==> config.mk <==
export PLATFORM = sky130hd
export DESIGN_NAME = seq_restoring_divider
export DESIGN_NICKNAME = d
export VERILOG_FILES = /design/src/rtl/div_pkg.sv /design/src/rtl/div_trial_sub.sv /design/src/rtl/seq_restoring_divider.sv
export SDC_FILE = /design/constraint.sdc
export NUM_CORES = 1
export LEC_CHECK = 0
export ABC_AREA = 0
export CAP_MARGIN = 20
export CORE_MARGIN = 8
export CORE_UTILIZATION = 56
export CTS_BUF_LIST = sky130_fd_sc_hd__clkbuf_8
export CTS_CLUSTER_DIAMETER = 40
export DETAILED_ROUTE_END_ITERATION = 12
export GPL_ROUTABILITY_DRIVEN = 0
export PLACE_DENSITY = 0.89
export SETUP_SLACK_MARGIN = 0.02
export SYNTH_ARGS = -nofsm -noshare
export SYNTH_HDL_FRONTEND = slang
export SYNTH_SLANG_ARGS = --single-unit
==> constraint.sdc <==
create_clock -name clk -period 22.7 [get_ports clk]
set_input_delay 4.54 -clock clk [delete_from_list [all_inputs] [get_ports clk]]
set_output_delay 4.54 -clock clk [all_outputs]
set_load 0.01 [all_outputs]
==> src/rtl/div_pkg.sv <==
// ============================================================================
// Module   : div_pkg
// Brief    : Shared state encoding and counter-width helper for the divider.
// Revision : 1.0  initial release
// ============================================================================
`default_nettype none

package div_pkg;

    localparam logic [1:0] ST_IDLE = 2'b00;
    localparam logic [1:0] ST_RUN  = 2'b01;
    localparam logic [1:0] ST_DONE = 2'b10;

    // Wide enough to hold the iteration count N itself, not just N-1.
    function automatic int cnt_width(input int n);
        return $clog2(n) + 1;
    endfunction

endpackage

`default_nettype wire

==> src/rtl/div_trial_sub.sv <==
// ============================================================================
// Module   : div_trial_sub
// Brief    : (N+1)-bit ripple-carry trial subtractor, a - b as a + ~b + 1.
// Revision : 1.0  initial release
// ============================================================================
`default_nettype none

module div_trial_sub #(
    parameter int N = 32
) (
    input  logic [N:0]   i_a,
    input  logic [N:0]   i_b,
    output logic [N-1:0] o_diff,
    output logic         o_borrow
);

    logic [N:0] w_bn;
    logic [N:0] w_c;

    assign w_bn   = ~i_b;
    assign w_c[0] = 1'b1;

    for (genvar i = 0; i < N; i++) begin : g_fa
        assign o_diff[i] = i_a[i] ^ w_bn[i] ^ w_c[i];
        assign w_c[i+1]  = (i_a[i] & w_bn[i]) | (i_a[i] & w_c[i]) | (w_bn[i] & w_c[i]);
    end

    // Only the carry of the top stage matters; its sum bit is the borrow mirror.
    assign o_borrow = ~((i_a[N] & w_bn[N]) | (i_a[N] & w_c[N]) | (w_bn[N] & w_c[N]));

endmodule

`default_nettype wire

==> src/rtl/seq_restoring_divider.sv <==
// ============================================================================
// Module   : seq_restoring_divider
// Brief    : Multi-cycle unsigned restoring divider, one trial subtract/clock.
// Revision : 1.0  initial release
// ============================================================================
`default_nettype none

module seq_restoring_divider
    import div_pkg::*;
#(
    parameter int N     = 32,
    parameter int CNT_W = cnt_width(N)
) (
    input  logic         clk,
    input  logic         rst_n,
    input  logic         start,
    input  logic [N-1:0] dividend,
    input  logic [N-1:0] divisor,
    output logic         busy,
    output logic         done,
    output logic [N-1:0] quotient,
    output logic [N-1:0] remainder,
    output logic         div_by_zero
);

    localparam logic [CNT_W-1:0] c_LAST_ITER = CNT_W'(N - 1);

    logic [1:0]       r_state;
    logic [CNT_W-1:0] r_cnt;
    logic [N-1:0]     r_rem;
    logic [N-1:0]     r_q;
    logic [N-1:0]     r_div;
    logic             r_dbz;

    logic [N-1:0]     w_diff;
    logic             w_borrow;
    logic             w_accept;

    div_trial_sub #(.N(N)) u_trial_sub (
        .i_a      ({r_rem, r_q[N-1]}),
        .i_b      ({1'b0, r_div}),
        .o_diff   (w_diff),
        .o_borrow (w_borrow)
    );

    assign w_accept = start && (r_state != ST_RUN);

    always_ff @(posedge clk or negedge rst_n) begin
        if (!rst_n) begin
            r_state <= ST_IDLE;
            r_cnt   <= '0;
            r_rem   <= '0;
            r_q     <= '0;
            r_div   <= '0;
            r_dbz   <= 1'b0;
        end else if (w_accept) begin
            r_cnt <= '0;
            r_div <= divisor;
            r_dbz <= (divisor == '0);
            // A zero divisor skips iteration and publishes its fixed result at once.
            if (divisor == '0) begin
                r_state <= ST_DONE;
                r_q     <= '1;
                r_rem   <= dividend;
            end else begin
                r_state <= ST_RUN;
                r_q     <= dividend;
                r_rem   <= '0;
            end
        end else begin
            case (r_state)
                ST_RUN: begin
                    r_cnt <= r_cnt + 1'b1;
                    r_q   <= {r_q[N-2:0], ~w_borrow};
                    r_rem <= w_borrow ? {r_rem[N-2:0], r_q[N-1]} : w_diff;
                    if (r_cnt == c_LAST_ITER) begin
                        r_state <= ST_DONE;
                    end
                end
                ST_DONE: r_state <= ST_IDLE;
                default: r_state <= ST_IDLE;
            endcase
        end
    end

    assign busy        = (r_state == ST_RUN);
    assign done        = (r_state == ST_DONE);
    assign quotient    = r_q;
    assign remainder   = r_rem;
    assign div_by_zero = r_dbz;

endmodule

`default_nettype wire

Yosys cells after proc, flatten, opt, wreduce, memory -nomap -nowiden
Cells that the tools add are included.
Widths: inputs -> output; s select.
{"block": "word_totals", "register_bits": 105, "input_bits": 67, "out_inout_bits": 67}
{"block": "classes", "add_sub_neg": 1, "eq_ne": 5, "n_mux": 13, "bitwise_logic": 228, "reduce_logical": 3}
{"operator": "$mux 32", "count": 7}
{"operator": "$and 1x1->1", "count": 97}
{"operator": "$or 1x1->1", "count": 66}
{"operator": "$xor 1x1->1", "count": 63}
{"operator": "$not 32->33", "count": 1}
{"operator": "$logic_not 32->1", "count": 1}
{"operator": "$mux 6", "count": 2}
{"operator": "$mux 2", "count": 4}
{"operator": "$add 6x1->6 const B", "count": 1}
{"operator": "$eq 6x5->1 const B", "count": 1}
{"operator": "$ne 3x1->1 const B", "count": 1}
{"operator": "$eq 2x1->1 const B", "count": 1}
{"operator": "$eq 2x2->1 const B", "count": 1}
{"operator": "$ne 2x1->1 const B", "count": 1}
{"operator": "$reduce_bool 2->1", "count": 1}
{"operator": "$logic_and 1x1->1", "count": 1}
{"operator": "$not 1->1", "count": 1}

Logic depth before layout (Yosys ltp)
{"block": "depth", "ltp_word": 103, "mapped_depth": 39}

Modules after synthesis
From an unflattened synthesis, not the netlist that was laid out.
{"block": "hier_totals", "cells_unflattened": 505, "hier_area_um2": 5834.3}
{"mod": "seq_restoring_divider", "instances": 1, "cells_each": 407, "area_per_inst_um2": 4946.0}
{"mod": "div_trial_sub", "instances": 1, "cells_each": 98, "area_per_inst_um2": 888.4}

Least setup slack after synthesis
No wires, ideal clock.
{"block": "synth_path", "path_kind": "reg2reg", "start": "reg r_q[31] (netlist: quotient[31])", "end": "reg r_rem[10] (netlist: remainder[10])", "setup_time_ns": 0.126, "t_arrival_ns": 12.981, "required_time_ns": 22.574, "path_slack_ns": 9.593, "path_stages_with_launch": 40, "cell_sequence": "dfrtp_1 inv_1 ha_1 fa_1 fa_1 fa_1 fa_1 fa_1 fa_1 fa_1 fa_1 fa_1 fa_1 fa_1 fa_1 fa_1 fa_1 fa_1 [... 4 more ...] fa_1 fa_1 fa_1 fa_1 fa_1 fa_1 fa_1 fa_1 fa_1 fa_1 fa_1 inv_1 fa_1 nor2_1 clkbuf_1 nand2_1 o21ai_0 a221o_1"}
{"block": "synth_via", "elab_chain_len": 102}
{"element": "from (decl)", "line": "seq_restoring_divider.sv:31", "rtl": "logic [N-1:0] r_q;"}
{"element": "from (signal assigned)", "line": "seq_restoring_divider.sv:67", "rtl": "r_q <= dividend;"}
{"element": "from (signal assigned)", "line": "seq_restoring_divider.sv:74", "rtl": "r_q <= {r_q[N-2:0], ~w_borrow};"}
{"element": "$and 1x1->1", "line": "div_trial_sub.sv:25", "rtl": "assign w_c[i+1] = (i_a[i] & w_bn[i]) | (i_a[i] & w_c[i]) | (w_bn[i] & w_c[i]);"}
{"element": "$or 1x1->1 * (2 in series)", "line": "div_trial_sub.sv:25"}
{"element": "$and 1x1->1", "line": "div_trial_sub.sv:25"}
{"element": "$or 1x1->1", "line": "div_trial_sub.sv:25"}
{"element": "$or 1x1->1 *", "line": "div_trial_sub.sv:25"}
{"element": "$and 1x1->1", "line": "div_trial_sub.sv:25"}
{"element": "$or 1x1->1", "line": "div_trial_sub.sv:25"}
{"element": "$or 1x1->1 *", "line": "div_trial_sub.sv:25"}
{"element": "[... 82 more ...]"}
{"element": "$or 1x1->1 (2 in series)", "line": "div_trial_sub.sv:25"}
{"element": "$and 1x1->1", "line": "div_trial_sub.sv:25"}
{"element": "$or 1x1->1 (2 in series)", "line": "div_trial_sub.sv:25"}
{"element": "$and 1x1->1", "line": "div_trial_sub.sv:29", "rtl": "assign o_borrow = ~((i_a[N] & w_bn[N]) | (i_a[N] & w_c[N]) | (w_bn[N] & w_c[N]));"}
{"element": "$or 1x1->1 (2 in series)", "line": "div_trial_sub.sv:29"}
{"element": "$mux 32 *", "line": "seq_restoring_divider.sv:75", "rtl": "r_rem <= w_borrow ? {r_rem[N-2:0], r_q[N-1]} : w_diff;"}
{"element": "$mux 32 *", "line": "seq_restoring_divider.sv:71", "rtl": "case (r_state)"}
{"element": "$mux 32 *", "line": "seq_restoring_divider.sv:56", "rtl": "end else if (w_accept) begin"}
{"element": "to (signal assigned)", "line": "seq_restoring_divider.sv:64", "rtl": "r_rem <= dividend;"}
{"element": "to (signal assigned)", "line": "seq_restoring_divider.sv:75"}
{"element": "to (decl)", "line": "seq_restoring_divider.sv:30", "rtl": "logic [N-1:0] r_rem;"}
Every way passes the cells marked *; elsewhere a longest branch is shown, timed or not. The select of a mux whose other input is x is not followed.
A chain may end at the register's enable or synchronous reset.

Worst setup path after layout
{"block": "layout_path", "start": "reg r_q[31] (netlist: quotient[31])", "end": "reg r_rem[8] (netlist: remainder[8])"}
{"block": "layout_via", "elab_chain_len": 102}
{"element": "$and 1x1->1", "line": "div_trial_sub.sv:25"}
{"element": "$or 1x1->1 * (2 in series)", "line": "div_trial_sub.sv:25"}
{"element": "$and 1x1->1", "line": "div_trial_sub.sv:25"}
{"element": "$or 1x1->1", "line": "div_trial_sub.sv:25"}
{"element": "$or 1x1->1 *", "line": "div_trial_sub.sv:25"}
{"element": "$and 1x1->1", "line": "div_trial_sub.sv:25"}
{"element": "$or 1x1->1", "line": "div_trial_sub.sv:25"}
{"element": "$or 1x1->1 *", "line": "div_trial_sub.sv:25"}
{"element": "[... 82 more ...]"}
{"element": "$or 1x1->1 (2 in series)", "line": "div_trial_sub.sv:25"}
{"element": "$and 1x1->1", "line": "div_trial_sub.sv:25"}
{"element": "$or 1x1->1 (2 in series)", "line": "div_trial_sub.sv:25"}
{"element": "$and 1x1->1", "line": "div_trial_sub.sv:29"}
{"element": "$or 1x1->1 (2 in series)", "line": "div_trial_sub.sv:29"}
{"element": "$mux 32 *", "line": "seq_restoring_divider.sv:75"}
{"element": "$mux 32 *", "line": "seq_restoring_divider.sv:71"}
{"element": "$mux 32 *", "line": "seq_restoring_divider.sv:56"}
Marks and branches as above.

==> flow_summary.ini <==
[floorplan]
io-pin-count = 134
dieArea_mm2 = 0.0133
die_h_um = 115
initial_core_util_pct = 56.9
fp.dieW_um = 115
core-area_mm2 = 0.00968
rows = 36

[synthesis]
synth_most_common_cell = dfrtp_1
postSynthCellCount = 505
synth-edff-count = 0
ys_types = 32
ys_top_cells_by_area = dfrtp_1 48%, fa_1 11%, mux2_2 6.5%
synth_top_area_share_pct = 47.7
ys_ff_latch = 105
synth_seq_area_share_pct = 47.7
yosysTopAreaCell = dfrtp_1
ys_async_sr_fraction_pct = 100
syn_area_per_cell_um2 = 10.9
synthesis.nets = 605
yosys_warnings = 0
synth_common_cells = 105 x dfrtp_1, 70 x o21ai_0, 69 x nand2_1, 33 x inv_1
synth-main-ff-cell = dfrtp_1
synthesis.area_mm2 = 0.00551

[layout]
final_area_mm2 = 0.00708
nets = 720
syn_to_final_growth_pct = 28.5
nFillCells = 687
final_layout_size_suffix_gt1_share_pct = 9.76
final_cells = 758
diodes = 0

[routing]
wl_per_cell_um = 20.1
via_per_inst = 5.96
drt-total-wl_um = 15200
num_vias = 4520
drt-initial-drc-count = 358
postRouteAntennaNets = 0
drtPass1Iterations = 7
drc = 0

[clock_tree]
root_buffer = clkbuf_8
hold_buffers = 0
cts.sinks = 105
clk_latency_ns = 0.35
htree_levels = 3
cts_made_buffers = 9
clk_pin_slew_ns = 0.10
clock_path_buffers = 2
postCtsResizedCells = 0
cts_tree = done
postCtsSetupRepairBufs = 0

[timing]
slew-limit-headroom_pct = 29.9
finClkSkew_ns = 0.0155
timing.fmax_mhz = 72.3
fin_crit_sh_pct = 60.9
tns_ns = 0
finalWorstSetupSlack_ns = 8.87
rsz0062_at_grt = no
tightest_slew_ns = 1.05
setup_viol = 0
hold_viol_final = 0
finalCriticalPeriod_ns = 13.83
drv_slew = 0

[worst_hold_path]
hold-path-cell-count = 1
hold_class = reg2reg

[worst_setup_path]
crit_buf_inv = 3
rr_worst_depth = 39
end_kind = flip-flop
worstSetupPathType = reg2reg
worst_path_max_delay_cell = fa_1
cp_slowest_stage_delay_ns = 0.41
crit_required_ns = 22.94
cp_num_cells = 39
critPathArrivalTime_ns = 14.08
critPathMostFrequentCell = fa_1
cp_max_fo = 39
worst_setup_path_start_kind = flip-flop
path_delay_family = adder cells

[power]
vdd_drop_max_mv = 0.0664
power_leakage_nw = 2.99
power_uw = 976
power_density_mw_per_mm2 = 138

[placed_design]
placed_area_mm2 = 0.00688
place_inst = 741
dp_slack_ns = 9.04
dp_hpwl_um = 10600
io_buffers = 133

[grt]
grt_pass1_wl_um = 24200
grt_antenna_before_repair = 0
grtUsageTotal_pct = 23.0
grt_pass1_vias = 4815
grt_start_max_net_pins = 101
grt_remaining_overflow = 0

[run]
maxCapViolCount = 0

[outcome]
status = completed
-- cell type report --
class                           instances  area, um2  share of cell area [%]
Inverter                               34        128                    1.80
Multi-Input combinational cell        330       2590                    36.5
Sequential cell                       105       2630                    37.1
Clock inverter                          6       35.0                   0.495
Timing Repair Buffer                  140       1400                    19.7
Clock buffer                           10        138                    1.94
Tap cell                              133        166                    2.35
-- worst reg2reg max path: cells and delay by family, from the launching register on --
family                     cells  cell delay [ns]
buffers and inverters          3             0.34
and+or+nand+nor                2             0.25
adders and majority gates     32            12.36
DFF                            1             0.39
AOI/OAI and AO/OA              2             0.41
-- per-layer routing --
layer | part of all wire (%) | vias to the layer above | GRT usage [%]
met5 | 0 | - | 0
li1 | - | 2034 | -
met2 | 53 | 197 | 40.6
met1 | 40 | 2259 | 27.7
met4 | 2.3 | 0 | 9.02
met3 | 5.1 | 30 | 3.26
-- worst paths after layout --
kind | to | slack [ns] | startpoint
max reg2reg | remainder[8] | 8.87 | quotient[31]
min in group asynchronous | quotient[20] | 4.18 | rst_n
max | remainder[8] | 8.87 | quotient[31]
min | div_by_zero | 0.51 | div_by_zero
max in group asynchronous | remainder[0] | 17.33 | rst_n
min reg2reg | div_by_zero | 0.51 | div_by_zero
-- per-stage QoR --
step / utilization (%) / hold slack, ns
global placement: 71.0 / 0.472
floorplan: - / 0.456
global route: 73.1 / 0.522
finish: 73.1 / 0.508
detailed placement: 71.0 / 0.487
CTS: 72.8 / 0.509
-- logic make-up (layout without fill, tap and decap cells) --
family | after synthesis | after routing | share of synthesized area [%]
DFF | 105 | 105 | 47.7
xor gates and xnor gates | 1 | 1 | 0.159
and+or+nand+nor | 123 | 123 | 10.1
buffers and inverters | 70 | 190 | 5.50
muxes | 32 | 32 | 6.54
adders and majority gates | 33 | 33 | 11.7
AOI/OAI and AO/OA | 141 | 141 | 18.3
-- registers in the layout, indices dropped and copies added (netlist names) --
signal / flops
r_cnt: 6
quotient: 32
r_state: 2
remainder: 32
r_div: 32
div_by_zero: 1
-- cell usage in the layout, fill, tap and decap left out, drive strengths merged, types with 3 or more instances in the layout --
master and instances:
nor2 4, inv 35, a21o 3, o21ai 70
nand4 3, clkinv 4, clkbuf 10, fa 31
clkdlybuf4s50 131, dfrtp 105, a2bb2oi 31, buf 9
a221o 32, mux2 32, nand2 70, nor3 32
nor4 8
-- where the power goes --
group	leakage [nW]	internal (mW)	switching, mW
Sequential	1.27	0.270	0.0673
Clock	0.0932	0.0423	0.0624
Combinational	1.62	0.283	0.251
No activity file was read; power rests on OpenSTA's default activity.
